$ cat src/rtl/survival_timer.sv
// survival_timer: survival-seconds counter with idle/run/pause/over FSM, best-run tracking
// and a free-running segclk for the display multiplexer.
module survival_timer #(
  parameter int CLK_HZ   = 100_000_000,
  parameter int SEG_HZ   = 500,
  parameter int MAX_TIME = 5999
) (
  input  logic        clk,
  input  logic        rst_n,
  input  logic        start,
  input  logic        pause,
  input  logic        dead,
  output logic [15:0] timealive,
  output logic [15:0] best,
  output logic        running,
  output logic        over,
  output logic        segclk
);
  localparam int PW = CLK_HZ > 1 ? $clog2(CLK_HZ) : 1;
  localparam int SD = CLK_HZ / (2 * SEG_HZ);
  localparam int SW = $clog2(SD + 1);
  localparam logic [PW-1:0] PTC  = PW'(CLK_HZ - 1);
  localparam logic [SW-1:0] STC  = SW'(SD - 1);
  localparam logic [15:0]   TMAX = 16'(MAX_TIME);
  typedef enum logic [1:0] {IDLE, RUN, PAUSE, OVER} state_t;
  state_t        state, nxt;
  logic [PW-1:0] pre, pre_nxt;
  logic [15:0]   ta_nxt, best_nxt;
  logic [SW-1:0] div;
  logic          tc;
  assign tc = pre == PTC;
  always_comb begin
    nxt      = state;
    pre_nxt  = pre;
    ta_nxt   = timealive;
    best_nxt = best;
    case (state)
      IDLE, OVER: if (start) begin
        nxt     = RUN;
        pre_nxt = '0;
        ta_nxt  = '0;
      end
      RUN: if (dead) begin
        nxt      = OVER;
        best_nxt = timealive > best ? timealive : best;
      end else if (pause) begin
        nxt = PAUSE;
      end else begin
        pre_nxt = tc ? '0 : pre + 1'b1;
        ta_nxt  = (tc && timealive < TMAX) ? timealive + 16'd1 : timealive;
      end
      PAUSE: if (dead) begin
        nxt      = OVER;
        best_nxt = timealive > best ? timealive : best;
      end else if (pause) begin
        nxt = RUN;
      end
    endcase
  end
  always_ff @(posedge clk or negedge rst_n) begin
    if (!rst_n) begin
      state     <= IDLE;
      pre       <= '0;
      timealive <= '0;
      best      <= '0;
      running   <= 1'b0;
      over      <= 1'b0;
    end else begin
      state     <= nxt;
      pre       <= pre_nxt;
      timealive <= ta_nxt;
      best      <= best_nxt;
      running   <= nxt == RUN;
      over      <= nxt == OVER;
    end
  end
  // Display refresh keeps running regardless of game state.
  always_ff @(posedge clk or negedge rst_n) begin
    if (!rst_n) begin
      div    <= '0;
      segclk <= 1'b0;
    end else begin
      div    <= div == STC ? '0 : div + 1'b1;
      segclk <= div == STC ? ~segclk : segclk;
    end
  end
endmodule

$ cat config.mk
export PLATFORM = sky130hd
export DESIGN_NAME = survival_timer
export DESIGN_NICKNAME = d
export VERILOG_FILES = /design/src/rtl/survival_timer.sv
export SDC_FILE = /design/constraint.sdc
export NUM_CORES = 1
export LEC_CHECK = 0
export CORE_UTILIZATION = 45
export DETAILED_ROUTE_END_ITERATION = 8
export GPL_TIMING_DRIVEN = 1
export SLEW_MARGIN = 20
export SYNTH_ARGS = -nofsm -noshare
export SYNTH_HDL_FRONTEND = slang
export SYNTH_SLANG_ARGS = --single-unit
$ cat constraint.sdc
create_clock -name clk -period 3.55 [get_ports clk]
set_input_delay 0.71 -clock clk [delete_from_list [all_inputs] [get_ports clk]]
set_output_delay 0.71 -clock clk [all_outputs]
set_load 0.03 [all_outputs]
==> run_results.csv, run 1 <==
group,metric,value,unit
status,status,"complete, no violations",
grt,grtUsageMet3,2.599,%
synth,ys_top_cells_by_count,"81 x dfrtp_1, 40 x nand2_1, 37 x nor2_1, 34 x o21ai_0",
setup_path,cp.depth,8,
floorplanning,rows,36,
synth,synth_cell_type_count,63,
cts,cts_resized,0,
grt,grtUsageMet2,34.59,%
run,cap_violations,0,
sta,finalCriticalPeriod,2.787,ns
grt,grt_pass1_vias,3439,
synth,synth_warnings,0,
grt,track_usage,20.32,%
power,power.leakage,2.340,nW
setup_path,critical_path_class,"reg2reg",
setup_path,crit_arrival,3.05,ns
grt,grt.overflow.total,0,
detailed_routing,ant_nets,0,
sta,period_share,78.51,%
grt,grt_pass1_wl,16470,um
placed_design,dp.cells,638,
cts,cts_tree,"built",
setup_path,crit_path_start_kind,"flip-flop",
cts,cts_hold_buf,0,
cts,cts-root-buf,"clkbuf_8",
power,internal_power,2.008,mW
power,finalPower,3.533,mW
placed_design,dpl_cell_area,0.005049,mm2
synth,syn_area,0.004508,mm2
setup_path,crit_path_end_kind,"flip-flop",
sta,finClkSkew,0.01819,ns
sta,setup_viol,0,
synth,synth.most_common_cell,"dfrtp_1",
synth,seq_area_frac_synth,44.96,%
sta,clock.fmax,0.3588,GHz
power,p_sw,1.524,mW
final_layout,area_delta_synth_final,15.90,%
grt,top_usage_layer,"met2",
grt,use_met1,26.37,%
floorplanning,io_pins,40,
power,p_clk_share,17.5,%
synth,yosys-top-cells-area,"dfrtp_1 45%, ha_1 5.8%, o21ai_0 3.8%, mux2_2 3.5%, nand2_1 3.3%",
setup_path,crit_slowest_cell,"or4_1",
cts,post_cts_buffers,0,
floorplanning,die_width,102.1,um
setup_path,path_cells,"inv_1 -> ha_1 -> or4b_1 -> a21oi_1 -> and2b_2 -> nand2_2 -> or4_1 -> a22oi_1",
cts,clk_latency,0.36,ns
synth,postSynthAreaPerCell,9.612,um2
setup_path,crit_required,3.81,ns
power,switching_share,43.15,%
placed_design,place_congestion,0.8064,
synth,synthFlopType,"dfrtp_1",
detailed_routing,vias,3661,
synth,synthArstFlopShare,100.0,%
final_layout,nets,542,
sta,report.final.slew_viol_count,0,
setup_path,worstRegToRegCells,8,
final_layout,drive_above_1_share,10.17,%
setup_path,slowest_delay,0.50,ns
final_layout,diodes,0,
grt,grt_max_degree,82,
detailed_routing,drt-wirelength-per-cell,15.06,um
sta,final.setup.worst_slack,0.7631,ns
synth,netlist.top_cell.by_area,"dfrtp_1",
detailed_routing,drt-total-wl,9852,um
synth,synth.top_cell.area_share,44.96,%
sta,worst-slew-pin-transition,0.9835,ns
final_layout,instances_no_fill,654,
synth,synthCells,469,
placed_design,dp_hpwl,7102,um
floorplanning,core,0.009729,mm2
cts,clock_tree.buffer_depth,2,
power,peakVddDrop,289.6,uV
detailed_routing,post_drt_via_cell_ratio,5.598,
final_layout,final_cell_area,0.005225,mm2
synth,ys_ff_latch,81,
final_layout,utilization,53.70,%
sta,rsz0062_at_grt,"false",
setup_path,critical_path_peak_fanout,11,
placed_design,pre_cts_ws,0.4609,ns
cts,cts.clk_slew.worst_paths,0.09,ns
cts,clock_sinks,81,
floorplanning,start_util,46.33,%
power,p_per_area,676.1,mW/mm2
setup_path,path_delay_family,"simple AND/OR/NAND/NOR gates",
min_path,min_path_type,"in2async",
grt,antenna_found_initial,0,
floorplanning,dieArea,0.01042,mm2
detailed_routing,dr.pass1.iters,4,
cts,cts_buffers,9,
detailed_routing,drt-initial-drc-count,195,
placed_design,port_buffers,39,
power,p_seq_share,33.8,%
power,power_frac_comb,48.7,%
detailed_routing,drc,0,
cts,cts.htree.levels,3,
synth,synth_edf_count,0,
sta,holdWs,0.3874,ns
sta,fin_setup_tns,0,ns
sta,relSlewSlack,34.43,%
setup_path,critical_path.n_buffers_inverters,1,
floorplanning,die_height,102.1,um
synth,synth_nets,495,
sta,hold_viol,0,
## cell families (layout without fill, tap and decap cells)
logic type      count (synthesis)  count (layout)  synth area share (%)
flops                          81              81                 44.96
simple gates                  190             190                 22.62
fa+ha+maj                      21              21                 5.828
mux                            19              19                 4.607
xor+xnor                       25              25                 4.857
buf+inv                        45              97                 4.802
compound gates                 88              88                 12.32
## layout make-up
class | count | area (um2)
fill | 954 | 4504
multi-input combinational | 343 | 2265
sequential | 81 | 2027
timing repair buffer | 51 | 481.7
tap | 133 | 166.4
clock buffer | 12 | 145.1
inverter | 30 | 112.6
clock inverter | 4 | 27.53
## per-layer routing
layer / vias to the layer above / wire length, um
met1: 1785 / 4605
met2: 70 / 4805
met4: 0 / 106
li1: 1798 / -
met3: 8 / 335
met5: - / 0
## worst paths after layout
check	slack [ns]	end	startpoint
setup / recovery	0.76	timealive[3]$_DFFE_PN0P_	state[1]$_DFF_PN0_
hold / removal	0.39	state[1]$_DFF_PN0_	rst_n
setup reg to reg	0.76	timealive[3]$_DFFE_PN0P_	state[1]$_DFF_PN0_
hold reg to reg	0.47	segclk$_DFFE_PN0N_	segclk$_DFFE_PN0N_
max in group asynchronous	2.64	div[15]$_DFF_PN0_	rst_n
min in group clk	0.47	segclk$_DFFE_PN0N_	segclk$_DFFE_PN0N_
## placed cells by master (no fill, tap or decap), types with 2 or more instances in the layout
| cell | netlist | routed |
|---|---|---|
| o211a_1 | 2 | 2 |
| and4_1 | 5 | 5 |
| o31ai_1 | 2 | 2 |
| nand3_1 | 30 | 30 |
| nand4_1 | 16 | 16 |
| a41oi_1 | 2 | 2 |
| nand2b_1 | 2 | 2 |
| a211oi_1 | 3 | 3 |
| clkinv_2 | 0 | 2 |
| nor2b_1 | 3 | 3 |
| o311ai_0 | 2 | 2 |
| mux2_2 | 14 | 14 |
| nor3b_1 | 2 | 2 |
| nor4_1 | 3 | 3 |
| or3_1 | 4 | 4 |
| a221o_1 | 2 | 2 |
| inv_1 | 30 | 30 |
| a22oi_1 | 2 | 2 |
| o211ai_1 | 5 | 5 |
| dfrtp_1 | 81 | 81 |
| clkdlybuf4s50_1 | 0 | 38 |
| and3_2 | 3 | 3 |
| ha_1 | 21 | 21 |
| xnor2_1 | 9 | 9 |
| nor2_1 | 37 | 37 |
| o21ai_0 | 34 | 34 |
| nand2_1 | 40 | 40 |
| buf_4 | 0 | 12 |
| a31oi_1 | 9 | 9 |
| xor2_1 | 16 | 16 |
| nor3_1 | 12 | 12 |
| clkbuf_1 | 8 | 2 |
| or4_1 | 5 | 5 |
| and2_1 | 4 | 4 |
| and3_1 | 9 | 9 |
| a21oi_1 | 14 | 14 |
| o32ai_1 | 2 | 2 |
| clkbuf_8 | 2 | 10 |
| mux2i_1 | 5 | 5 |
## power groups by stage
stage / registers (mW) / logic (mW) / clock network (mW)
CTS: 1.19 / 1.73 / 0.635
finish: 1.19 / 1.72 / 0.619
global route: 1.22 / 1.90 / 0.674
global placement: 1.21 / 1.69 / 0
detailed placement: 1.21 / 1.73 / 0
floorplan: 1.42 / 0.948 / 0
## worst register-to-register path, cell delays in order, from the launching register on
cell and delay (ns):
dfrtp_1 0.41, inv_1 0.08, ha_1 0.22, or4b_1 0.48, a21oi_1 0.39, and2b_2 0.27, nand2_2 0.15, or4_1 0.50
a22oi_1 0.20
## registers in the layout, indices dropped and copies added, names as in the netlist
register / cells
segclk: 1
best: 16
timealive: 16
div: 17
state: 2
running: 1
pre: 27
over: 1
No activity file was read; power rests on OpenSTA's default activity.
==> run 2, diff against run 1 <==
==> constraint.sdc (replaced) <==
create_clock -name clk -period 2.8 [get_ports clk]
set_input_delay 0.56 -clock clk [delete_from_list [all_inputs] [get_ports clk]]
set_output_delay 0.56 -clock clk [all_outputs]
set_load 0.03 [all_outputs]
==> run 2 against run 1 <==
- clock skew shrank 0.0047 ns
- first-iteration DRC count shrank 41%
- register-to-register slack lost 0.51 ns
- critical endpoint is now timealive[2]$_DFFE_PN0P_
==> run_results.csv, run 2 (same netlist as run 1, synthesis figures left out) <==
group,metric,value,unit
status,status,"complete, no violations",
final_layout,largest_registers,"pre x27, div x17",
min_path,min_path_type,"in2async",
setup_path,slowest_delay,0.54,ns
detailed_routing,dr.pass1.iters,4,
final_layout,drive_above_1_share,12.90,%
cts,cts_tree,"built",
floorplanning,die_height,102.1,um
floorplanning,dieArea,0.01042,mm2
sta,hold_viol,0,
grt,grt_pass1_vias,3594,
placed_design,dp.cells,653,
placed_design,place_congestion,0.8771,
cts,cts.htree.levels,3,
sta,setup_viol,0,
setup_path,cp-startpoint,"timealive[0]$_DFFE_PN0P_",
sta,clock.fmax,0.3926,GHz
cts,cts.clk_slew.worst_paths,0.08,ns
sta,finClkSkew,0.01352,ns
detailed_routing,drt-wirelength-per-cell,15.40,um
setup_path,crit_required,3.03,ns
cts,post_cts_buffers,0,
setup_path,critical_path_peak_fanout,9,
power,p_sw,1.945,mW
sta,holdWs,0.1684,ns
setup_path,crit_slowest_cell,"a21oi_1",
sta,rsz0062_at_grt,"false",
sta,relSlewSlack,58.00,%
final_layout,top_register,"pre",
grt,grt.overflow.total,0,
final_layout,instances_no_fill,668,
setup_path,crit_path_end_kind,"flip-flop",
grt,track_usage,21.61,%
detailed_routing,drt-initial-drc-count,115,
sta,report.final.slew_viol_count,0,
cts,clock_sinks,81,
sta,worst-slew-pin-transition,0.6246,ns
sta,finalCriticalPeriod,2.547,ns
setup_path,crit_arrival,2.78,ns
detailed_routing,vias,3721,
final_layout,mostFrequentLayoutCell,"dfrtp_1",
setup_path,critical_path_class,"reg2reg",
sta,fin_setup_tns,0,ns
floorplanning,rows,36,
power,peakVddDrop,363.8,uV
power,p_clk_share,16.9,%
power,internal_power,2.635,mW
setup_path,crit_path_start_kind,"flip-flop",
run,cap_violations,0,
placed_design,dp_hpwl,7579,um
final_layout,nets,557,
power,power.leakage,2.415,nW
setup_path,path_cells,"ha_1 -> nand3_1 -> a211oi_1 -> nor3b_1 -> a21oi_1 -> buf_4 -> nand2_1 -> o311ai_0",
setup_path,reg2reg_from,"timealive[0]$_DFFE_PN0P_",
final_layout,diodes,0,
grt,grt_pass1_wl,17420,um
floorplanning,die_width,102.1,um
cts,cts_buffers,9,
final_layout,final_cell_mix,"81 x dfrtp_1, 40 x nand2_1, 38 x clkdlybuf4s50_1",
grt,antenna_found_initial,0,
detailed_routing,drt-total-wl,10290,um
cts,cts_resized,0,
detailed_routing,ant_nets,0,
sta,period_share,90.97,%
floorplanning,start_util,46.33,%
power,switching_share,42.47,%
cts,clock_tree.buffer_depth,2,
floorplanning,io_pins,40,
final_layout,area_delta_synth_final,18.51,%
grt,grt_max_degree,43,
power,p_seq_share,32.9,%
power,p_per_area,857.2,mW/mm2
power,power_frac_comb,50.2,%
placed_design,port_buffers,39,
detailed_routing,post_drt_via_cell_ratio,5.570,
cts,cts-root-buf,"clkbuf_8",
final_layout,largest_register_ffs,27,
floorplanning,core,0.009729,mm2
cts,clk_latency,0.36,ns
cts,cts_hold_buf,0,
detailed_routing,drc,0,
## run 2: cell count changes in the layout (fill, tap and decap cells not counted), sizes merged
cell      before  now
buf           13   28
clkbuf        12   10
clkinvlp       0    1
## run 2: power groups by stage
stage                     clock, mW  sequential [mW]  combinational [mW]
after detailed placement          0             1.53                2.31
after global routing          0.855             1.53                2.56
after floorplan                   0             1.80                1.20
final                         0.774             1.51                2.30
after global placement            0             1.53                2.28
after CTS                     0.790             1.51                2.32
## run 2: area by class of cell
| cell class | instances | area (um2) |
|---|---|---|
| Fill cell | 918 | 4387 |
| Multi-Input combinational cell | 343 | 2265 |
| Sequential cell | 81 | 2027 |
| Timing Repair Buffer | 66 | 603.1 |
| Tap cell | 133 | 166.4 |
| Clock buffer | 10 | 137.6 |
| Inverter | 30 | 112.6 |
| Clock inverter | 5 | 31.28 |
## run 2: worst paths after layout
check                                            to  slack, ns  depth (start not counted)
max in group asynchronous       pre[12]$_DFFE_PN0P_       2.00                          2
setup reg to reg           timealive[2]$_DFFE_PN0P_       0.25                          8
hold reg to reg                  segclk$_DFFE_PN0N_       0.47                          1
min in group clk                 segclk$_DFFE_PN0N_       0.47                          1
setup / recovery           timealive[2]$_DFFE_PN0P_       0.25                          8
hold / removal                  best[0]$_DFFE_PN0P_       0.17                          1
## run 2: metal layers
| metal | wire [um] | GRT usage (%) | vias up | part of all wire (%) |
|---|---|---|---|---|
| li1 | - | - | 1824 | - |
| met1 | 4708 | 27.89 | 1806 | 46 |
| met2 | 5009 | 35.98 | 70 | 49 |
| met3 | 257 | 2.736 | 21 | 2.5 |
| met4 | 312 | 10.55 | 0 | 3.0 |
| met5 | 0 | 0 | - | 0 |
## run 2: critical path: cells and delay by family (launching register included)
| family | cells | cell delay [ns] |
|---|---|---|
| AO/OA/AOI/OAI | 3 | 1.12 |
| adder cells (fa/ha/maj) | 1 | 0.28 |
| buffers and inverters | 1 | 0.23 |
| flip-flops | 1 | 0.50 |
| AND/OR/NAND/NOR | 3 | 0.31 |
## run 2: through the flow
stage / cell area (um2) / util [%] / power, mW / worst slack [ns]
after floorplan: 4508 / - / 3.000 / 0.1404
after global placement: 5174 / 53.18 / 3.804 / 0.2524
after detailed placement: 5174 / 53.18 / 3.840 / 0.1918
after CTS: 5343 / 54.91 / 4.616 / 0.2667
after global routing: 5343 / 54.91 / 4.949 / 0.02636
final: 5343 / 54.91 / 4.580 / 0.2530
